[src/rtl/pipe_pkg.sv]
// Shared MEM-stage types: access FSM state, the MEM/WB bundle and its bubble value.
package pipe_pkg;

  typedef enum logic {
    IDLE = 1'b0,
    BUSY = 1'b1
  } state_t;

  typedef struct packed {
    logic        regdst;
    logic        regwrite;
    logic [1:0]  memtoreg;
    logic [3:0]  reg_dest;
    logic [15:0] alu_result;
    logic [15:0] mem_data;
  } wb_t;

  localparam wb_t WB_BUBBLE = '0;

endpackage

[src/rtl/mem_access_stage_if.sv]
// Data-memory req/ack bus: stage drives a held request, memory answers with a one-cycle ack.
// No backpressure beyond ack itself; rdata is only meaningful in the ack cycle.
interface mem_access_stage_if;
  logic        req;
  logic        we;
  logic [15:0] addr;
  logic [15:0] wdata;
  logic        ack;
  logic [15:0] rdata;

  modport master (output req, we, addr, wdata, input ack, rdata);
  modport slave  (input req, we, addr, wdata, output ack, rdata);
endinterface

[src/rtl/mem_timeout_ctr.sv]
// Counts cycles of an outstanding access; expired is combinational when the count hits TIMEOUT_CYCLES-1.
// No handshake: clr wins over en, and TIMEOUT_CYCLES=0 keeps expired low forever.
module mem_timeout_ctr #(
  parameter int TIMEOUT_CYCLES = 16
) (
  input  logic clk,
  input  logic rst,
  input  logic clr,
  input  logic en,
  output logic expired
);

  localparam bit          TO_EN = (TIMEOUT_CYCLES > 0);
  localparam logic [15:0] LAST  = TO_EN ? 16'(TIMEOUT_CYCLES - 1) : 16'hFFFF;

  logic [15:0] cnt_q;

  // Saturate so a disabled timeout can never wrap into a false expiry.
  always_ff @(posedge clk or negedge rst) begin
    if (!rst) begin
      cnt_q <= '0;
    end else if (clr) begin
      cnt_q <= '0;
    end else if (en && cnt_q != 16'hFFFF) begin
      cnt_q <= cnt_q + 16'd1;
    end
  end

  assign expired = TO_EN && (cnt_q == LAST);

endmodule

[src/rtl/mem_access_stage.sv]
// MEM stage + MEM/WB register: non-mem ops latency 1; loads/stores 1 cycle to req plus ack delay, with timeout.
// Backpressure: mem_stall holds EX/MEM while an access is outstanding. MEM_STALL_CNT_EN adds stall_cycles.
module mem_access_stage
  import pipe_pkg::*;
#(
  parameter int          TIMEOUT_CYCLES = 16,
  parameter logic [15:0] ERR_RDATA      = 16'h0000
) (
  input  logic                clk,
  input  logic                rst,
  input  logic                regdst_in,
  input  logic                regwrite_in,
  input  logic [1:0]          memtoreg_in,
  input  logic                memread_in,
  input  logic                memwrite_in,
  input  logic [15:0]         alu_out_in,
  input  logic [15:0]         alu_src2_in,
  input  logic [3:0]          reg_source_in,
  output logic                mem_stall,
  mem_access_stage_if.master  dmem,
  output logic                wb_regdst,
  output logic                wb_regwrite,
  output logic [1:0]          wb_memtoreg,
  output logic [3:0]          wb_reg_dest,
  output logic [15:0]         wb_alu_result,
  output logic [15:0]         wb_mem_data,
  output logic                dmem_err
`ifdef MEM_STALL_CNT_EN
  ,
  output logic [15:0]         stall_cycles
`endif
);

  state_t state_q, state_d;
  wb_t    wb_q, wb_d, cap_q, ex_fields;
  logic   is_load_q, err_d, err_q;
  logic   mem_op, done, capture, expired;

  assign mem_op    = memread_in | memwrite_in;
  assign ex_fields = '{regdst: regdst_in, regwrite: regwrite_in, memtoreg: memtoreg_in,
                       reg_dest: reg_source_in, alu_result: alu_out_in, mem_data: 16'h0000};

  mem_timeout_ctr #(.TIMEOUT_CYCLES(TIMEOUT_CYCLES)) u_timeout (
    .clk     (clk),
    .rst     (rst),
    .clr     ((state_q != BUSY) | done),
    .en      ((state_q == BUSY) & ~done),
    .expired (expired)
  );

  always_ff @(posedge clk or negedge rst) begin
    if (!rst) state_q <= IDLE;
    else      state_q <= state_d;
  end

  always_comb begin
    state_d   = state_q;
    mem_stall = 1'b0;
    done      = 1'b0;
    capture   = 1'b0;
    err_d     = 1'b0;
    wb_d      = WB_BUBBLE;
    case (state_q)
      IDLE: begin
        if (mem_op) begin
          mem_stall = 1'b1;
          capture   = 1'b1;
          state_d   = BUSY;
        end else begin
          wb_d = ex_fields;
        end
      end
      BUSY: begin
        // A real ack takes precedence over a timeout landing in the same cycle.
        done      = dmem.ack | expired;
        mem_stall = ~done;
        if (done) begin
          state_d = IDLE;
          wb_d    = cap_q;
          if (dmem.ack) begin
            if (is_load_q) wb_d.mem_data = dmem.rdata;
          end else begin
            err_d = 1'b1;
            if (is_load_q) begin
              wb_d.mem_data = ERR_RDATA;
              wb_d.regwrite = 1'b0;
            end
          end
        end
      end
      default: state_d = IDLE;
    endcase
  end

  always_ff @(posedge clk or negedge rst) begin
    if (!rst) begin
      dmem.req   <= 1'b0;
      dmem.we    <= 1'b0;
      dmem.addr  <= 16'h0000;
      dmem.wdata <= 16'h0000;
      cap_q      <= WB_BUBBLE;
      is_load_q  <= 1'b0;
      wb_q       <= WB_BUBBLE;
      err_q      <= 1'b0;
    end else begin
      wb_q  <= wb_d;
      err_q <= err_d;
      if (capture) begin
        dmem.req   <= 1'b1;
        dmem.we    <= memwrite_in;
        dmem.addr  <= alu_out_in;
        dmem.wdata <= alu_src2_in;
        cap_q      <= ex_fields;
        is_load_q  <= ~memwrite_in;
      end else if (done) begin
        dmem.req <= 1'b0;
      end
    end
  end

  assign wb_regdst     = wb_q.regdst;
  assign wb_regwrite   = wb_q.regwrite;
  assign wb_memtoreg   = wb_q.memtoreg;
  assign wb_reg_dest   = wb_q.reg_dest;
  assign wb_alu_result = wb_q.alu_result;
  assign wb_mem_data   = wb_q.mem_data;
  assign dmem_err      = err_q;

`ifdef MEM_STALL_CNT_EN
  always_ff @(posedge clk or negedge rst) begin
    if (!rst) begin
      stall_cycles <= 16'h0000;
    end else if (mem_stall && stall_cycles != 16'hFFFF) begin
      stall_cycles <= stall_cycles + 16'd1;
    end
  end
`endif

endmodule
[src/flat_wrapper.sv]
// flat-port wrapper written by rule: the top's interface ports become plain ports
module mem_access_stage_flat import pipe_pkg::*;
#(
  parameter int          TIMEOUT_CYCLES = 16,
  parameter logic [15:0] ERR_RDATA      = 16'h0000
)
  (clk, rst, regdst_in, regwrite_in, memtoreg_in, memread_in, memwrite_in, alu_out_in, alu_src2_in, reg_source_in, mem_stall, wb_regdst, wb_regwrite, wb_memtoreg, wb_reg_dest, wb_alu_result, wb_mem_data, dmem_err, dmem_req, dmem_we, dmem_addr, dmem_wdata, dmem_ack, dmem_rdata);
  mem_access_stage_if dmem_i ();
  input  logic clk;
  input  logic rst;
  input  logic regdst_in;
  input  logic regwrite_in;
  input  logic [1:0] memtoreg_in;
  input  logic memread_in;
  input  logic memwrite_in;
  input  logic [15:0] alu_out_in;
  input  logic [15:0] alu_src2_in;
  input  logic [3:0] reg_source_in;
  output logic mem_stall;
  output logic wb_regdst;
  output logic wb_regwrite;
  output logic [1:0] wb_memtoreg;
  output logic [3:0] wb_reg_dest;
  output logic [15:0] wb_alu_result;
  output logic [15:0] wb_mem_data;
  output logic dmem_err;
  output wire logic [$bits(dmem_i.req)-1:0] dmem_req;
  output wire logic [$bits(dmem_i.we)-1:0] dmem_we;
  output wire logic [$bits(dmem_i.addr)-1:0] dmem_addr;
  output wire logic [$bits(dmem_i.wdata)-1:0] dmem_wdata;
  input wire logic [$bits(dmem_i.ack)-1:0] dmem_ack;
  input wire logic [$bits(dmem_i.rdata)-1:0] dmem_rdata;
  assign dmem_req = dmem_i.req;
  assign dmem_we = dmem_i.we;
  assign dmem_addr = dmem_i.addr;
  assign dmem_wdata = dmem_i.wdata;
  assign dmem_i.ack = dmem_ack;
  assign dmem_i.rdata = dmem_rdata;
  mem_access_stage #(.TIMEOUT_CYCLES(TIMEOUT_CYCLES), .ERR_RDATA(ERR_RDATA)) u_core (.clk(clk), .rst(rst), .regdst_in(regdst_in), .regwrite_in(regwrite_in), .memtoreg_in(memtoreg_in), .memread_in(memread_in), .memwrite_in(memwrite_in), .alu_out_in(alu_out_in), .alu_src2_in(alu_src2_in), .reg_source_in(reg_source_in), .mem_stall(mem_stall), .dmem(dmem_i), .wb_regdst(wb_regdst), .wb_regwrite(wb_regwrite), .wb_memtoreg(wb_memtoreg), .wb_reg_dest(wb_reg_dest), .wb_alu_result(wb_alu_result), .wb_mem_data(wb_mem_data), .dmem_err(dmem_err));
endmodule
[config.mk]
export PLATFORM = sky130hd
export DESIGN_NAME = mem_access_stage_flat
export DESIGN_NICKNAME = d
export VERILOG_FILES = /design/src/rtl/pipe_pkg.sv /design/src/rtl/mem_access_stage_if.sv /design/src/rtl/mem_timeout_ctr.sv /design/src/rtl/mem_access_stage.sv /design/src/flat_wrapper.sv
export SDC_FILE = /design/constraint.sdc
export NUM_CORES = 1
export LEC_CHECK = 0
export ABC_CLOCK_PERIOD_IN_PS = 2400
export BUFFER_PORTS_ARGS = -buffer_cell sky130_fd_sc_hd__buf_2
export CAP_MARGIN = 25
export CORE_MARGIN = 10
export CORE_UTILIZATION = 23
export CTS_CLUSTER_SIZE = 14
export DETAILED_ROUTE_END_ITERATION = 7
export SLEW_MARGIN = 10
export SYNTH_ARGS = -nofsm -noshare
export SYNTH_HDL_FRONTEND = slang
export SYNTH_SLANG_ARGS = --single-unit
[constraint.sdc]
create_clock -name clk -period 2.4 [get_ports clk]
set_clock_uncertainty 0.1 [all_clocks]
set_input_delay 0.36 -clock clk [delete_from_list [all_inputs] [get_ports clk]]
set_output_delay 0.36 -clock clk [all_outputs]
set_load 0.03 [all_outputs]
==> run summary <==
The run finished with clean final reports. The final max-slew violation count came to 0. The vias per cell came out at 4.30.

The buffer levels on the longest clock path came out at 2. The worst-case setup margin in the final layout is 0.0916 ns. The number of cells on the worst reg-to-reg path is 6.

The vias after detailed routing came out at 2837. The path type of the worst min-delay path is in -> reg. Data arrives at the worst endpoint at 1.85 ns. Dividing the synthesized area by the synthesized cell count gives 13.6 µm². The worst setup path is of the reg -> out kind.

The final instance count without filler cells is 660. The total number of yosys warnings is 0. The cell row count is 48. The H-tree depth came out at 3. The max-capacitance violation count is 0. Clock latency on the worst-skew pair, taken at its later pin, is 0.35 ns. In the global route stage, overall resource usage came out at 0.0900.

The slowest stage of the critical path belongs to the cell sky130_fd_sc_hd__dfrtp_1. The post-layout minimum cycle time came out at 2.31 ns. The fraction of synthesis flops using an asynchronous set or reset pin is 1.00. The synthesized netlist contains 44 unique library cells. For this run, the post-layout net count is 491. Headroom to the max-slew limit came out at 0.636. In this run, the number of DRC markers left after iteration 0 of detailed routing was 154. The reported leakage power came out at 2.55 nW. The port buffer count is 136.

The starting utilization of the core area came out at 0.236. The number of search-and-repair iterations in the first detailed-routing pass came out at 4. The total congestion overflow after global routing is 0. The power density relative to cell area is 1040 nW/µm². For this run, the register share of the synthesized area comes to 0.617. The routability congestion estimate from global placement came out at 0.769. After detailed routing, the average wire length per cell comes to 16.5 µm. The startpoint identified for the worst hold timing path is dmem_ack. The post-synthesis instance area came out at 4090 µm². The full die area came out at 23500 µm².

After synthesis, the most frequently instantiated cells are sky130_fd_sc_hd__dfrtp_1 (101), sky130_fd_sc_hd__mux2_2 (40), sky130_fd_sc_hd__a22o_1 (24). The startpoint class of the critical path is a flop. The post-placement cell count is 641.

The share of synthesized area in the top cell type comes to 0.617. The setup slack after placement came out at 0.397 ns. The path with the worst hold slack has its endpoint at u_core.dmem_err. The vertical die dimension came out at 153 µm.

The area growth from synthesis to final layout is 28.9%. For this run, the slowest stage of the critical path takes 0.42 ns. The biggest area consumer among synthesized cells is sky130_fd_sc_hd__dfrtp_1. The most common cell in the synthesized netlist is sky130_fd_sc_hd__dfrtp_1.

The number of sinks handled by clock tree synthesis is 101. The cell count of the worst hold path came out at 2. The cell count after synthesis is 301. The number of enable flip-flop cells after synthesis is 0.

Counting both buffers and inverters, the worst setup path holds a total of 1. Summed over all layers, the routed wires come to 10.9 mm. The number of antenna violations at the first check in global routing is 2. The root buffer cell is sky130_fd_sc_hd__clkbuf_16.

The transition time at the pin with the least slew margin is 0.547 ns. The fraction of the core area covered by cells at the end of the flow came out at 0.304. The most common flop cell mapped by yosys is sky130_fd_sc_hd__dfrtp_1. The top cell family by delay on the critical path is simple AND/OR/NAND/NOR gates. In this run the worst path has a maximum fanout of 5. The startpoint identified for the worst register-to-register timing path is u_core.u_timeout.cnt_q[1]. The number of nets handed over by synthesis was 363. STA classifies the critical path endpoint as an output pin. After synthesis, the cell types taking the most area are sky130_fd_sc_hd__dfrtp_1 (62%), sky130_fd_sc_hd__mux2_2 (11%), sky130_fd_sc_hd__a22o_1 (5.1%).

The endpoint identified for the worst register-to-register timing path is u_core.wb_regwrite. Traced cell by cell, the critical path runs through ha_2, and3_2, nand4_2, nand3_2, nand2_1, buf_2. VDD sags by at most 0.000456 V. The die outline width came out at 153 µm. The region available for standard cell placement spans 17400 µm². Once detail routing completed, the nets flagged for antenna violations numbered 0. The setup slack on the worst flop-to-flop path came out at 0.44 ns. The HPWL after detailed placement is 8.08 mm. At the worst endpoint, the required time is 1.94 ns. The number of clock buffers inserted by TritonCTS came out at 9. The global-route wire length before repair is 16.8 mm. 137 I/O pins were placed. Entering global routing, the biggest net connects 98 pins. The highest achievable clock rate came out at 0.433 GHz. The share of the clock period used by the worst path after layout is 0.962. The setup violation total in the final timing report is 0. For this run, design rule violations remaining after detail routing come to 0. The clock input transition at the sequential cells of the worst setup and hold paths came out at 0.07 ns. The share of final-layout standard cells stronger than drive strength 1 is 0.493. The via count of the first global-routing pass was 3094. TritonCTS built the clock tree. The hold violation count in the final report is 0. The number of flip-flops and latches in the synthesized netlist came out at 101.
[kinds of logic after synthesis]
family	count (synthesis)	share of synthesized area
flops	101	0.617
simple gates	72	0.114
compound gates	49	0.0929
mux	42	0.115
buf+inv	34	0.0538
xor+xnor	2	0.00428
fa+ha+maj	1	0.00306
[power by group]
part	internal (mW)	switching, mW
clock	0.893	0.627
combinational	0.585	1.10
sequential	2.07	0.186
total	3.55	1.91
[metal layers]
metal	GRT usage	wire length [µm]	part of all wire
met5	0	20	0.0018
met4	0.0490	389	0.036
met3	0.0331	665	0.061
met2	0.146	5320	0.49
met1	0.101	4490	0.41
[cell usage in the layout (no fill, tap or decap), drive strengths merged]
cell         instances
a211oi               3
a21oi                9
a22o                24
a311oi               1
a31oi                1
a32o                 1
a41oi                1
and2                16
and3                 3
and4                 2
buf                144
bufinv               1
clkbuf              13
clkinv               1
clkinvlp             1
dfrtp              101
diode                1
dlygate4sd3          1
ha                   1
inv                  6
mux2                40
mux2i                2
nand2                7
nand3                6
nand4                6
nor2                12
nor3                 7
nor3b                1
nor4                 7
o211ai               1
o21ai                6
o31ai                2
or3                  4
or4                  1
xor2                 2
[per-stage QoR]
step	setup TNS, ns	area (µm²)	power (mW)	hold slack, ns
final	0	5280	5.46	0.109
after global routing	-0.0187	5280	5.75	0.107
after CTS	0	5270	5.56	0.0907
after detailed placement	0	4940	4.01	0.0684
after global placement	0	4940	3.95	0.0674
after floorplan	0	4090	3.53	-0.0356
[worst max-delay path by stage]
stage                         startpoint                 end  slack [ns]  cells after the start
2_1_floorplan  u_core.u_timeout.cnt_q[0]           mem_stall        0.29                      6
5_1_grt        u_core.u_timeout.cnt_q[1]           mem_stall       -0.02                      6
4_1_cts        u_core.u_timeout.cnt_q[0]           mem_stall        0.04                      6
3_3_place_gp   u_core.u_timeout.cnt_q[0]           mem_stall        0.44                      6
6_report       u_core.u_timeout.cnt_q[1]           mem_stall        0.09                      6
3_5_place_dp   u_core.u_timeout.cnt_q[0]  u_core.wb_regwrite        0.40                      6
[timing repair]
| action | 4_1_cts | 5_1_grt |
|---|---|---|
| hold buffers | 1 | 0 |
| endpoints found under the setup margin | 0 | 1 |
| hold endpoints to repair | 4 | 0 |
| setup buffers | 0 | 1 |
| resized for setup | 0 | 1 |
[final cells by class]
type | instances | area (µm²)
repair buffers | 145 | 766
multi-input cells | 166 | 1370
fillers | 1748 | 12100
well taps | 225 | 282
diodes | 1 | 2.50
inverters | 6 | 22.5
clock inverters | 3 | 42.5
clock buffers | 13 | 270
flip-flops and latches | 101 | 2530
[sequential cells by signal, indices dropped and copies added, names as in the netlist]
signal,cells
u_core.wb_regwrite,1
u_core.wb_memtoreg,2
u_core.u_timeout.cnt_q,16
u_core.dmem_err,1
u_core.wb_alu_result,16
u_core.wb_regdst,1
u_core.state_q,1
u_core.wb_reg_dest,4
u_core.dmem.req,1
u_core.dmem.we,1
u_core.is_load_q,1
u_core.cap_q,24
u_core.dmem.wdata,16
u_core.wb_mem_data,16
[worst register-to-register path, stage by stage (launching register included)]
cell and delay [ns]:
sky130_fd_sc_hd__dfrtp_1 0.42, sky130_fd_sc_hd__ha_2 0.26, sky130_fd_sc_hd__and3_2 0.26, sky130_fd_sc_hd__nand4_2 0.18, sky130_fd_sc_hd__a21oi_4 0.18, sky130_fd_sc_hd__buf_4 0.30, sky130_fd_sc_hd__a32o_1 0.21
No activity file was read; power rests on OpenSTA's default activity.
